==> src/rtl/wam_hit_ctrl.sv <==
// Whac-A-Mole switch debouncer and hit qualifier: per-channel tap filter, mole lockout, saturating score.
// Define WAM_MISS_EN to generate the per-channel miss pulses; otherwise miss is tied to 0.
module wam_hit_ctrl #(
   parameter int N_CH      = 8,
   parameter int DB_CNT    = 5,
   parameter int EDGE_MODE = 0,
   parameter int CNT_W     = 8
) (
   input  logic             clk_19,
   input  logic             rst,
   input  logic [N_CH-1:0]  sw,
   input  logic [N_CH-1:0]  holes,
   output logic [N_CH-1:0]  tap,
   output logic [N_CH-1:0]  hit,
   output logic [N_CH-1:0]  miss,
   output logic [CNT_W-1:0] score
);

   localparam int CW    = $clog2(DB_CNT + 1);
   localparam int PC_W  = $clog2(N_CH + 1);
   localparam int SUM_W = ((CNT_W > PC_W) ? CNT_W : PC_W) + 1;

   localparam logic [CW-1:0]    DB_LAST   = CW'(DB_CNT);
   localparam logic [CNT_W-1:0] SCORE_MAX = {CNT_W{1'b1}};

   typedef enum logic {
      IDLE = 1'b0,
      FILT = 1'b1
   } state_t;

   state_t          state_q [N_CH];
   state_t          state_d [N_CH];
   logic [CW-1:0]   cnt_q   [N_CH];
   logic [CW-1:0]   cnt_d   [N_CH];

   logic [N_CH-1:0] sw_q;
   logic [N_CH-1:0] holes_q;
   logic [N_CH-1:0] edg;
   logic [N_CH-1:0] qual;
   logic [N_CH-1:0] tap_d;
   logic [N_CH-1:0] hit_d;
   logic [N_CH-1:0] lock;
   logic [N_CH-1:0] lock_d;

   logic [PC_W-1:0]  hit_cnt;
   logic [SUM_W-1:0] score_sum;
   logic [CNT_W-1:0] score_d;

   assign edg  = sw ^ sw_q;
   assign qual = (EDGE_MODE == 1) ? (edg & sw) : edg;

   // Debounce FSM next-state: any edge while filtering aborts, and that edge is not a restart.
   always_comb begin
      for (int i = 0; i < N_CH; i++) begin
         // NOTE: every always_comb output gets a default first so no path can infer a latch.
         state_d[i] = state_q[i];
         cnt_d[i]   = cnt_q[i];
         tap_d[i]   = 1'b0;
         case (state_q[i])
            IDLE: begin
               if (qual[i]) begin
                  state_d[i] = FILT;
                  cnt_d[i]   = CW'(1);
               end
            end
            FILT: begin
               if (edg[i]) begin
                  state_d[i] = IDLE;
                  cnt_d[i]   = '0;
               end else if (cnt_q[i] == DB_LAST) begin
                  state_d[i] = IDLE;
                  cnt_d[i]   = '0;
                  tap_d[i]   = 1'b1;
               end else begin
                  cnt_d[i] = cnt_q[i] + CW'(1);
               end
            end
         endcase
      end
   end

   // A mole leaving its hole clears the lock, which wins over a simultaneous set.
   assign hit_d  = tap & holes_q & ~lock;
   assign lock_d = holes_q & (lock | hit_d);

   always_comb begin
      hit_cnt = '0;
      for (int i = 0; i < N_CH; i++) begin
         hit_cnt = hit_cnt + PC_W'(hit[i]);
      end
      score_sum = SUM_W'(score) + SUM_W'(hit_cnt);
      score_d   = (score_sum > SUM_W'(SCORE_MAX)) ? SCORE_MAX : score_sum[CNT_W-1:0];
   end

   // sw_q follows sw even in reset so levels held through reset never look like edges.
   always_ff @(posedge clk_19) begin
      // NOTE: sequential state uses non-blocking assignments so every register samples pre-edge values.
      sw_q <= sw;
      if (rst) begin
         holes_q <= '0;
         tap     <= '0;
         hit     <= '0;
         lock    <= '0;
         score   <= '0;
         // NOTE: the per-channel state arrays are small control registers, so they are reset explicitly.
         for (int i = 0; i < N_CH; i++) begin
            state_q[i] <= IDLE;
            cnt_q[i]   <= '0;
         end
      end else begin
         holes_q <= holes;
         tap     <= tap_d;
         hit     <= hit_d;
         lock    <= lock_d;
         score   <= score_d;
         for (int i = 0; i < N_CH; i++) begin
            state_q[i] <= state_d[i];
            cnt_q[i]   <= cnt_d[i];
         end
      end
   end

`ifdef WAM_MISS_EN
   // Locked channels with a mole up are deliberately neither hit nor miss.
   always_ff @(posedge clk_19) begin
      if (rst) begin
         miss <= '0;
      end else begin
         miss <= tap & ~holes_q;
      end
   end
`else
   assign miss = '0;
`endif

endmodule
==> config.mk <==
export PLATFORM = sky130hd
export DESIGN_NAME = wam_hit_ctrl
export DESIGN_NICKNAME = d
export VERILOG_FILES = /design/src/rtl/wam_hit_ctrl.sv
export SDC_FILE = /design/constraint.sdc
export NUM_CORES = 1
export LEC_CHECK = 0
export BUFFER_PORTS_ARGS = -buffer_cell sky130_fd_sc_hd__buf_2
export CORE_MARGIN = 4
export CORE_UTILIZATION = 45
export CTS_CLUSTER_SIZE = 30
export DETAILED_ROUTE_END_ITERATION = 7
export GPL_TIMING_DRIVEN = 0
export PLACE_DENSITY = 0.72
export SKIP_CTS_REPAIR_TIMING = 1
export SYNTH_ARGS = -nofsm -noshare
export SYNTH_HDL_FRONTEND = slang
export SYNTH_SLANG_ARGS = --single-unit
==> constraint.sdc <==
create_clock -name clk_19 -period 6.5 [get_ports clk_19]
set_input_delay 0.325 -clock clk_19 [delete_from_list [all_inputs] [get_ports clk_19]]
set_output_delay 0.325 -clock clk_19 [all_outputs]
set_load 0.02 [all_outputs]
# Word level (Yosys, flattened, before mapping)
# Memories as Yosys holds them, arrays and structs flattened.
# Cells that the tools add are included.
# op_classes
n_addsub	16
n_eq_ne	8
n_bitwise	30
order_cmp	1
n_reduce_logical	8
mux	92
# ops
cell	n
3-bit two-way mux	32
3-bit one-hot mux with 2 select lines	8
1-bit two-way mux	43
3-bit by 1-bit adder with 3-bit output (second input constant)	8
8-bit bitwise AND	3
3-bit equality test (second input constant)	8
3-bit OR reduction	8
4-bit by 1-bit adder with 4-bit output	4
1-bit OR	16
1-bit one-hot mux with 2 select lines	8
8-bit by 4-bit adder with 9-bit output	1
9-bit by 8-bit > comparator with 1-bit output (second input constant)	1
8-bit two-way mux	1
1-bit inverter	8
8-bit inverter	1
8-bit OR	1
8-bit XOR	1
3-bit by 1-bit adder with 4-bit output	1
2-bit by 1-bit adder with 3-bit output	1
1-bit by 1-bit adder with 2-bit output	1
# totals
ram_bits	32
out_inout_bits	32
n_memories	2
ff_bits	48
# mem_list
memory	words	width	rd	rd_ports_with_merged_regs	write_ports	line_no	source
cnt_q	8	3	8	0	8	33	logic [CW-1:0] cnt_q [N_CH];
state_q	8	1	8	0	8	31	state_t state_q [N_CH];

# Logic depth before layout (Yosys ltp)
# Gate-level depths: netlist of the first run.
# logic_depth
word_depth	10
depth_mapped	11
depth_no_buf	11

# Least setup slack after synthesis of the first run
# OpenSTA, ideal clock, no wires.
# synth_timing
kind	flip-flop to flip-flop
from	register hit[0]
to	register score[6]
setup_slack_ps	2995
arrival_time_ps	3384
required_time_ps	6379
n_path_buf	0
path_stages_with_launch	11
period_less_slack_ps	3505
path_cell_list	dfxtp_1 > fa_1 > inv_1 > fa_1 > fa_1 > fa_1 > fa_1 > nor2b_1 > o21a_2 > o211ai_2 > mux2_4
# synth_via
elab_chain_len	10
# synth_rtl
element	line_no	source
start: declaration	14	output logic [N_CH-1:0] hit,
start signal: assignment	113	hit <= hit_d;
1-bit by 1-bit adder with 2-bit output (*)	89	hit_cnt = hit_cnt + PC_W'(hit[i]);
2-bit by 1-bit adder with 3-bit output (*)	89	
3-bit by 1-bit adder with 4-bit output (*)	89	
4-bit by 1-bit adder with 4-bit output (*) (4 in series)	89	
8-bit by 4-bit adder with 9-bit output (*)	91	score_sum = SUM_W'(score) + SUM_W'(hit_cnt);
9-bit by 8-bit > comparator with 1-bit output	92	score_d = (score_sum > SUM_W'(SCORE_MAX)) ? SCORE_MAX : score_sum[CNT_W-1:0];
8-bit two-way mux (*)	92	
end signal: assignment	115	score <= score_d;
end: declaration	16	output logic [CNT_W-1:0] score
# Every way passes the cells marked *; elsewhere a longest branch is shown, timed or not.
# A chain may end at the register's enable or synchronous reset.

# Worst setup path after layout of the first run
# Ends and elaborated chain as after synthesis.

==> results.cfg, run 1 <==
[floorplan]
ioPinCount = 50
fp.dieArea_sq_um = 8490
placeableCoreArea_sq_um = 6830
rows = 30
die_width_microns = 92.1
dieHeight_microns = 92.1
floorplan.initialDensity_pct = 46.6

[sta]
final.setup_skew_ns = 0.00864
unrepaired_setup_endpoints_after_global_routing = false
finalSetupViolations = 0
maxSlewViolCount = 0
max_freq_mhz = 279
timing_worst_slew_pin_value_ns = 0.613
min_period_ns = 3.58
timing.final.crit_share_pct = 55.1
tns_ns = 0
max_slew_margin_pct = 59.1
final_hold_viol_count = 0

[pwr]
peakVddDrop_uv = 200
clkPwrFrac_pct = 37.5
pwr-share-seq_pct = 53.9
p_int_uw = 757
power_leakage_nw = 1.56
powerDensity_nw_per_um2 = 264
sw_frac_of_total_pct = 23.4
combinationalPowerShare_pct = 8.6
power.net_switching_uw = 231

[setup_path]
critical_path.most_common_cell = sky130_fd_sc_hd__fa_1
rrSetupSlack_ns = 2.92
cp-startpoint = hit[0]$_SDFF_PP0_
crit_path_start_kind = flop
path_cells = fa_1, inv_1, fa_1, fa_1, fa_1, fa_1, nor2b_1, o21a_2, o211ai_2, mux2_4
worst_r2r_startpoint = hit[0]$_SDFF_PP0_
end_kind = flop
end_point_of_the_critical_path = score[6]$_SDFF_PP0_
critical_path_peak_fanout = 5
reg2regPathDepth = 10
cp.arrival_ns = 3.82
critPathKind = reg2reg
critical_path.slowest_cell = sky130_fd_sc_hd__fa_1
critical-path-max-stage-delay_ns = 0.55
reg2reg_to = score[6]$_SDFF_PP0_
critPathRequiredTime_ns = 6.74

[logic_synthesis]
synth_enable_flop_cells = 0
ys.warnings.count = 0
muxShareOfSynthArea_pct = 3.30
synthesis.instances = 320
postSynth.asyncResetShare_pct = 0
yosysSeqAreaShare_pct = 50.3
synth_compound_area_share_pct = 8.41
synth_cell_type_count = 36
syn-mean-instance-area_sq_um = 9.95
main_combinational_cell_family_by_area_after_synthesis = simple AND/OR/NAND/NOR gates
yosys.area_share.simple_pct = 23.0
syn_area_sq_um = 3190
post_synth_xor_area_fraction_pct = 4.67
ys.flop_type = sky130_fd_sc_hd__dfxtp_1
yosys.area_share.adder_pct = 5.50
ys_seq_elements = 80

[clock_tree]
h-tree-depth = 3
cts.sink_count = 80
cts_buffer_depth = 2
clkTransAtPathRegs_ns = 0.08
insertion_delay_ns = 0.34
cts.root.buffer_cell = sky130_fd_sc_hd__clkbuf_8
cts_inserted_buffers = 9
cts_tree = yes

[place]
io_buffer_count = 41
dp_hpwl_mm = 4.50
gp_congestion = 0.789

[hold_path]
min_delay_path_depth = 1
hold_path_class = in2reg

[cells_and_area]
multiInputGateArea_sq_um = 1460
area_growth_from_synthesis_to_final_layout_pct = 17.5
final_layout_size_suffix_gt1_share_pct = 21.7
utilization_pct = 54.8
num-fill-cells = 628
antenna-diode-count = 0
nets = 408
final-seq-area_sq_um = 1600

[run]
drv_cap = 0

[grt]
first_global_vias = 2243
globalRoute.totalOverflow = 0
globalRouteTotalUtil_pct = 15.1
first_pass_grt_wire_length_mm = 10.2
initial_antenna_violation_count = 0
maximum_number_of_pins_on_one_net_before_global_route_repair = 13

[drt]
detail-route-antenna-nets = 0
vias = 2356
vias_per_cell = 4.92
drc_errors = 0
route.final.wire_length_mm = 6.10
first_iter_violations = 79
avgRoutedWirePerCell_microns = 12.7
dr.pass1.iters = 4

[outcome]
status = finished, final reports clean
[metrics by stage]
step                setup slack, ns  area, sq um  hold slack [ns]  cells  total power, mW
detailed placement             2.89         3540            0.407    464            0.629
finish                         2.92         3740            0.106    479            0.988
floorplan                      2.99         3210            0.353    327            0.605
CTS                            2.88         3740           0.0922    479            0.998
global placement               2.95         3540            0.408    464            0.624
global route                   2.79         3740           0.0862    479             1.03
[cells in the mapped netlist, drive strengths merged (6+ instances only)]
master	n	area, sq um
o21ai	10	50.1
nor3	27	135
nor2b	11	76.3
nor4	8	50.1
nor3b	17	128
inv	12	45.0
and2	7	43.8
clkbuf	6	22.5
dfxtp	80	1600
nor2	33	124
a21oi	20	100
nor4bb	8	80.1
nand2	15	56.3
buf	11	83.8
ha	6	75.1
xor2	17	149
mux2	9	105
[cells in the final DEF (no fill, tap or decap), types with 9 or more instances in the layout]
cell type	instances
sky130_fd_sc_hd__nor3_1	27
sky130_fd_sc_hd__xor2_1	17
sky130_fd_sc_hd__buf_4	9
sky130_fd_sc_hd__dfxtp_1	80
sky130_fd_sc_hd__inv_1	12
sky130_fd_sc_hd__buf_2	42
sky130_fd_sc_hd__nand2_1	15
sky130_fd_sc_hd__a21oi_1	20
sky130_fd_sc_hd__nor2_1	33
sky130_fd_sc_hd__nor3b_1	17
sky130_fd_sc_hd__clkbuf_8	12
sky130_fd_sc_hd__o21ai_0	10
sky130_fd_sc_hd__nor2b_1	10
[area by class of cell]
cell class / instances / area share (%)
plain buffers: 17 / 2.84
clock buffers: 12 / 4.41
clock inverters: 3 / 1.07
inverters: 12 / 1.20
multi-input cells: 218 / 39.0
flip-flops and latches: 80 / 42.8
well taps: 96 / 3.21
repair buffers: 41 / 5.48
[state kept, by name, summed over array words and instances, names as in the netlist]
name,flops
sw_q,8
score,8
tap,8
hit,8
lock,8
state_q,8
cnt_q,24
holes_q,8
[power groups by stage]
stage | clock [mW] | sequential (mW) | combinational, mW
detailed placement | 0 | 0.543 | 0.0866
floorplan | 0 | 0.540 | 0.0651
CTS | 0.380 | 0.531 | 0.0867
finish | 0.370 | 0.532 | 0.0854
global route | 0.402 | 0.535 | 0.0964
global placement | 0 | 0.541 | 0.0830
[how the worst min path moves through the flow]
stage	from	slack [ns]	endpoint
global placement	lock[3]$_SDFF_PP0_	0.41	hit[3]$_SDFF_PP0_
finish	sw[7]	0.11	sw_q[7]$_DFF_P_
CTS	sw[6]	0.09	sw_q[6]$_DFF_P_
floorplan	sw[0]	0.35	sw_q[0]$_DFF_P_
global route	sw[3]	0.09	sw_q[3]$_DFF_P_
detailed placement	lock[3]$_SDFF_PP0_	0.41	hit[3]$_SDFF_PP0_
[worst max-delay path, delay by kind of cell (launching register included)]
family	cells	cell delay, ns
adders and majority gates	5	2.38
AOI/OAI and AO/OA	2	0.28
muxes	1	0.31
DFF	1	0.34
and+or+nand+nor	1	0.13
buffers and inverters	1	0.05
[cell families after synthesis]
family,Yosys count
other cells,1
xor+xnor,17
compound gates,41
flops,80
fa+ha+maj,11
buf+inv,29
mux,9
simple gates,132
[layer usage]
metal / wire [microns] / share of wire (%) / global-route usage (%) / up-vias
met5: 0 / 0 / 0 / -
met4: 29 / 0.48 / 4.46 / 0
met3: 334 / 5.5 / 5.25 / 4
met2: 2910 / 48 / 25.6 / 52
met1: 2820 / 46 / 18.1 / 1096
li1: - / - / - / 1204
Note: power is estimated with default switching activity, not from simulation.
==> inputs of run 2 (changes only) <==
==> constraint.sdc (replaced) <==
create_clock -name clk_19 -period 3.5 [get_ports clk_19]
set_input_delay 0.175 -clock clk_19 [delete_from_list [all_inputs] [get_ports clk_19]]
set_output_delay 0.175 -clock clk_19 [all_outputs]
set_load 0.02 [all_outputs]
==> run 2 against run 1 <==
Flip-flop and latch count stayed put. Global-route usage down 0.75 points. Die area did not move. Critical endpoint unchanged. Fmax grew 4.6%. Worst hold slack lost 0.060 ns. Combinational power rose by 92%. Non-clock buffer count up 9. Cell area rose by 2.0%. Via count up 0.42%. Sequential power up 86%. Register-to-register slack worse by 2.8 ns.
==> results.cfg, run 2 (synthesized netlist as in run 1, its figures left out) <==
[outcome]
status = finished, final reports clean

[hold_path]
timing.hold.worst.start = holes[3]
hold_worst_path_end = holes_q[3]$_SDFF_PP0_
hold_path_class = in2reg
min_delay_path_depth = 2

[clock_tree]
h-tree-depth = 3
cts_buffer_depth = 2
clkTransAtPathRegs_ns = 0.07
cts.sink_count = 80
cts_inserted_buffers = 9
insertion_delay_ns = 0.34
cts.root.buffer_cell = sky130_fd_sc_hd__clkbuf_8
cts_tree = yes

[setup_path]
rrSetupSlack_ns = 0.08
reg2reg_to = score[6]$_SDFF_PP0_
crit_path_start_kind = flop
cp.arrival_ns = 3.66
critPathKind = reg2reg
worst_r2r_startpoint = hit[0]$_SDFF_PP0_
end_kind = flop
critPathRequiredTime_ns = 3.73
critical_path_peak_fanout = 4
reg2regPathDepth = 10

[cells_and_area]
final_layout_size_suffix_gt1_share_pct = 21.7
area_growth_from_synthesis_to_final_layout_pct = 19.9
nets = 417
final_cell_area_sq_um = 3820
max_flop_register = cnt_q
layout.cells.most_common_list = sky130_fd_sc_hd__dfxtp_1, sky130_fd_sc_hd__buf_2, sky130_fd_sc_hd__nor2_1
antenna-diode-count = 0
num-fill-cells = 636
leading_cell_type_in_the_layout_fill_and_taps_excluded = sky130_fd_sc_hd__dfxtp_1
largest_reg_flops = 24

[grt]
globalRoute.totalOverflow = 0
maximum_number_of_pins_on_one_net_before_global_route_repair = 13
globalRouteTotalUtil_pct = 14.4
first_global_vias = 2166
first_pass_grt_wire_length_mm = 9.63
initial_antenna_violation_count = 0

[floorplan]
placeableCoreArea_sq_um = 6830
die_width_microns = 92.1
ioPinCount = 50
fp.dieArea_sq_um = 8490
dieHeight_microns = 92.1
rows = 30
floorplan.initialDensity_pct = 46.6

[pwr]
peakVddDrop_uv = 307
powerDensity_nw_per_um2 = 471
power.total_mw = 1.80
power_leakage_nw = 1.58

[sta]
maxSlewViolCount = 0
final_hold_viol_count = 0
setup_slack_ns = 0.0772
max_slew_margin_pct = 58.8
unrepaired_setup_endpoints_after_global_routing = true
timing.final.crit_share_pct = 97.8
min_period_ns = 3.42
timing.hold.ws_ns = 0.0463
final.setup_skew_ns = 0.00614
max_freq_mhz = 292
timing_worst_slew_pin_value_ns = 0.618
finalSetupViolations = 0

[drt]
drc_errors = 0
avgRoutedWirePerCell_microns = 12.0
dr.pass1.iters = 4
vias = 2366
route.final.wire_length_mm = 5.85
vias_per_cell = 4.85
detail-route-antenna-nets = 0
first_iter_violations = 116

[place]
dp_hpwl_mm = 4.25
io_buffer_count = 41
gp_congestion = 0.803
pre_cts_ws_ns = -0.0183
dpl-instance-area_sq_um = 3540

[run]
drv_cap = 0
## run 2: cell count changes in the layout (fill, tap and decap cells not counted), sizes merged
cell         previous run  this run
clkinvlp                0         1
dlygate4sd3             0         8
buf                    52        53
clkinv                  2         1
## run 2: worst max path at each step
stage                       from             endpoint  slack [ns]  cells past startpoint
2_1_floorplan  hit[0]$_SDFF_PP0_  score[6]$_SDFF_PP0_        0.06                     10
5_1_grt        hit[0]$_SDFF_PP0_  score[6]$_SDFF_PP0_       -0.04                     10
6_report       hit[0]$_SDFF_PP0_  score[6]$_SDFF_PP0_        0.08                     10
3_3_place_gp   hit[0]$_SDFF_PP0_  score[6]$_SDFF_PP0_       0.007                     10
3_5_place_dp   hit[0]$_SDFF_PP0_  score[6]$_SDFF_PP0_       -0.02                     10
4_1_cts        hit[0]$_SDFF_PP0_  score[6]$_SDFF_PP0_       -0.04                     10
## run 2: metrics by stage
step | instances | setup TNS [ns] | utilization (%)
2_1_floorplan | 327 | 0 | -
3_3_place_gp | 464 | 0 | 51.8
3_5_place_dp | 464 | -0.0183 | 51.8
4_1_cts | 479 | -0.0360 | 54.6
5_1_grt | 488 | -0.0439 | 55.9
6_report | 488 | 0 | 55.9
## run 2: layout make-up
cell class                 instances  area (sq um)  share of cell area [%]
sequential                        80          1600                    42.0
timing repair buffer              50           293                    7.67
multi-input combinational        218          1460                    38.3
tap                               96           120                    3.15
buffer                            17           106                    2.79
clock buffer                      12           145                    3.80
clock inverter                     3          42.5                    1.11
inverter                          12          45.0                    1.18
## run 2: where the power goes
| part | switching (mW) | total [mW] | internal, mW |
|---|---|---|---|
| Sequential | 0.0348 | 0.987 | 0.952 |
| Combinational | 0.0873 | 0.164 | 0.0772 |
| Clock | 0.303 | 0.647 | 0.345 |
| Total | 0.425 | 1.80 | 1.37 |
## run 2: critical path, cell delays in order, from the launching register on
cell,delay (ns)
sky130_fd_sc_hd__dfxtp_2,0.33
sky130_fd_sc_hd__fa_1,0.53
sky130_fd_sc_hd__inv_1,0.05
sky130_fd_sc_hd__fa_1,0.50
sky130_fd_sc_hd__fa_1,0.44
sky130_fd_sc_hd__fa_2,0.39
sky130_fd_sc_hd__fa_2,0.36
sky130_fd_sc_hd__nor2b_1,0.11
sky130_fd_sc_hd__o21a_2,0.20
sky130_fd_sc_hd__o211ai_2,0.09
sky130_fd_sc_hd__mux2_4,0.31
## run 2: metal layers
metal	share of wire [%]	vias to the layer above	global-route usage, %
li1	-	1222	-
met1	47	1070	17.4
met2	46	66	23.4
met3	6.6	8	6.07
met4	1.1	0	4.08
met5	0	-	0
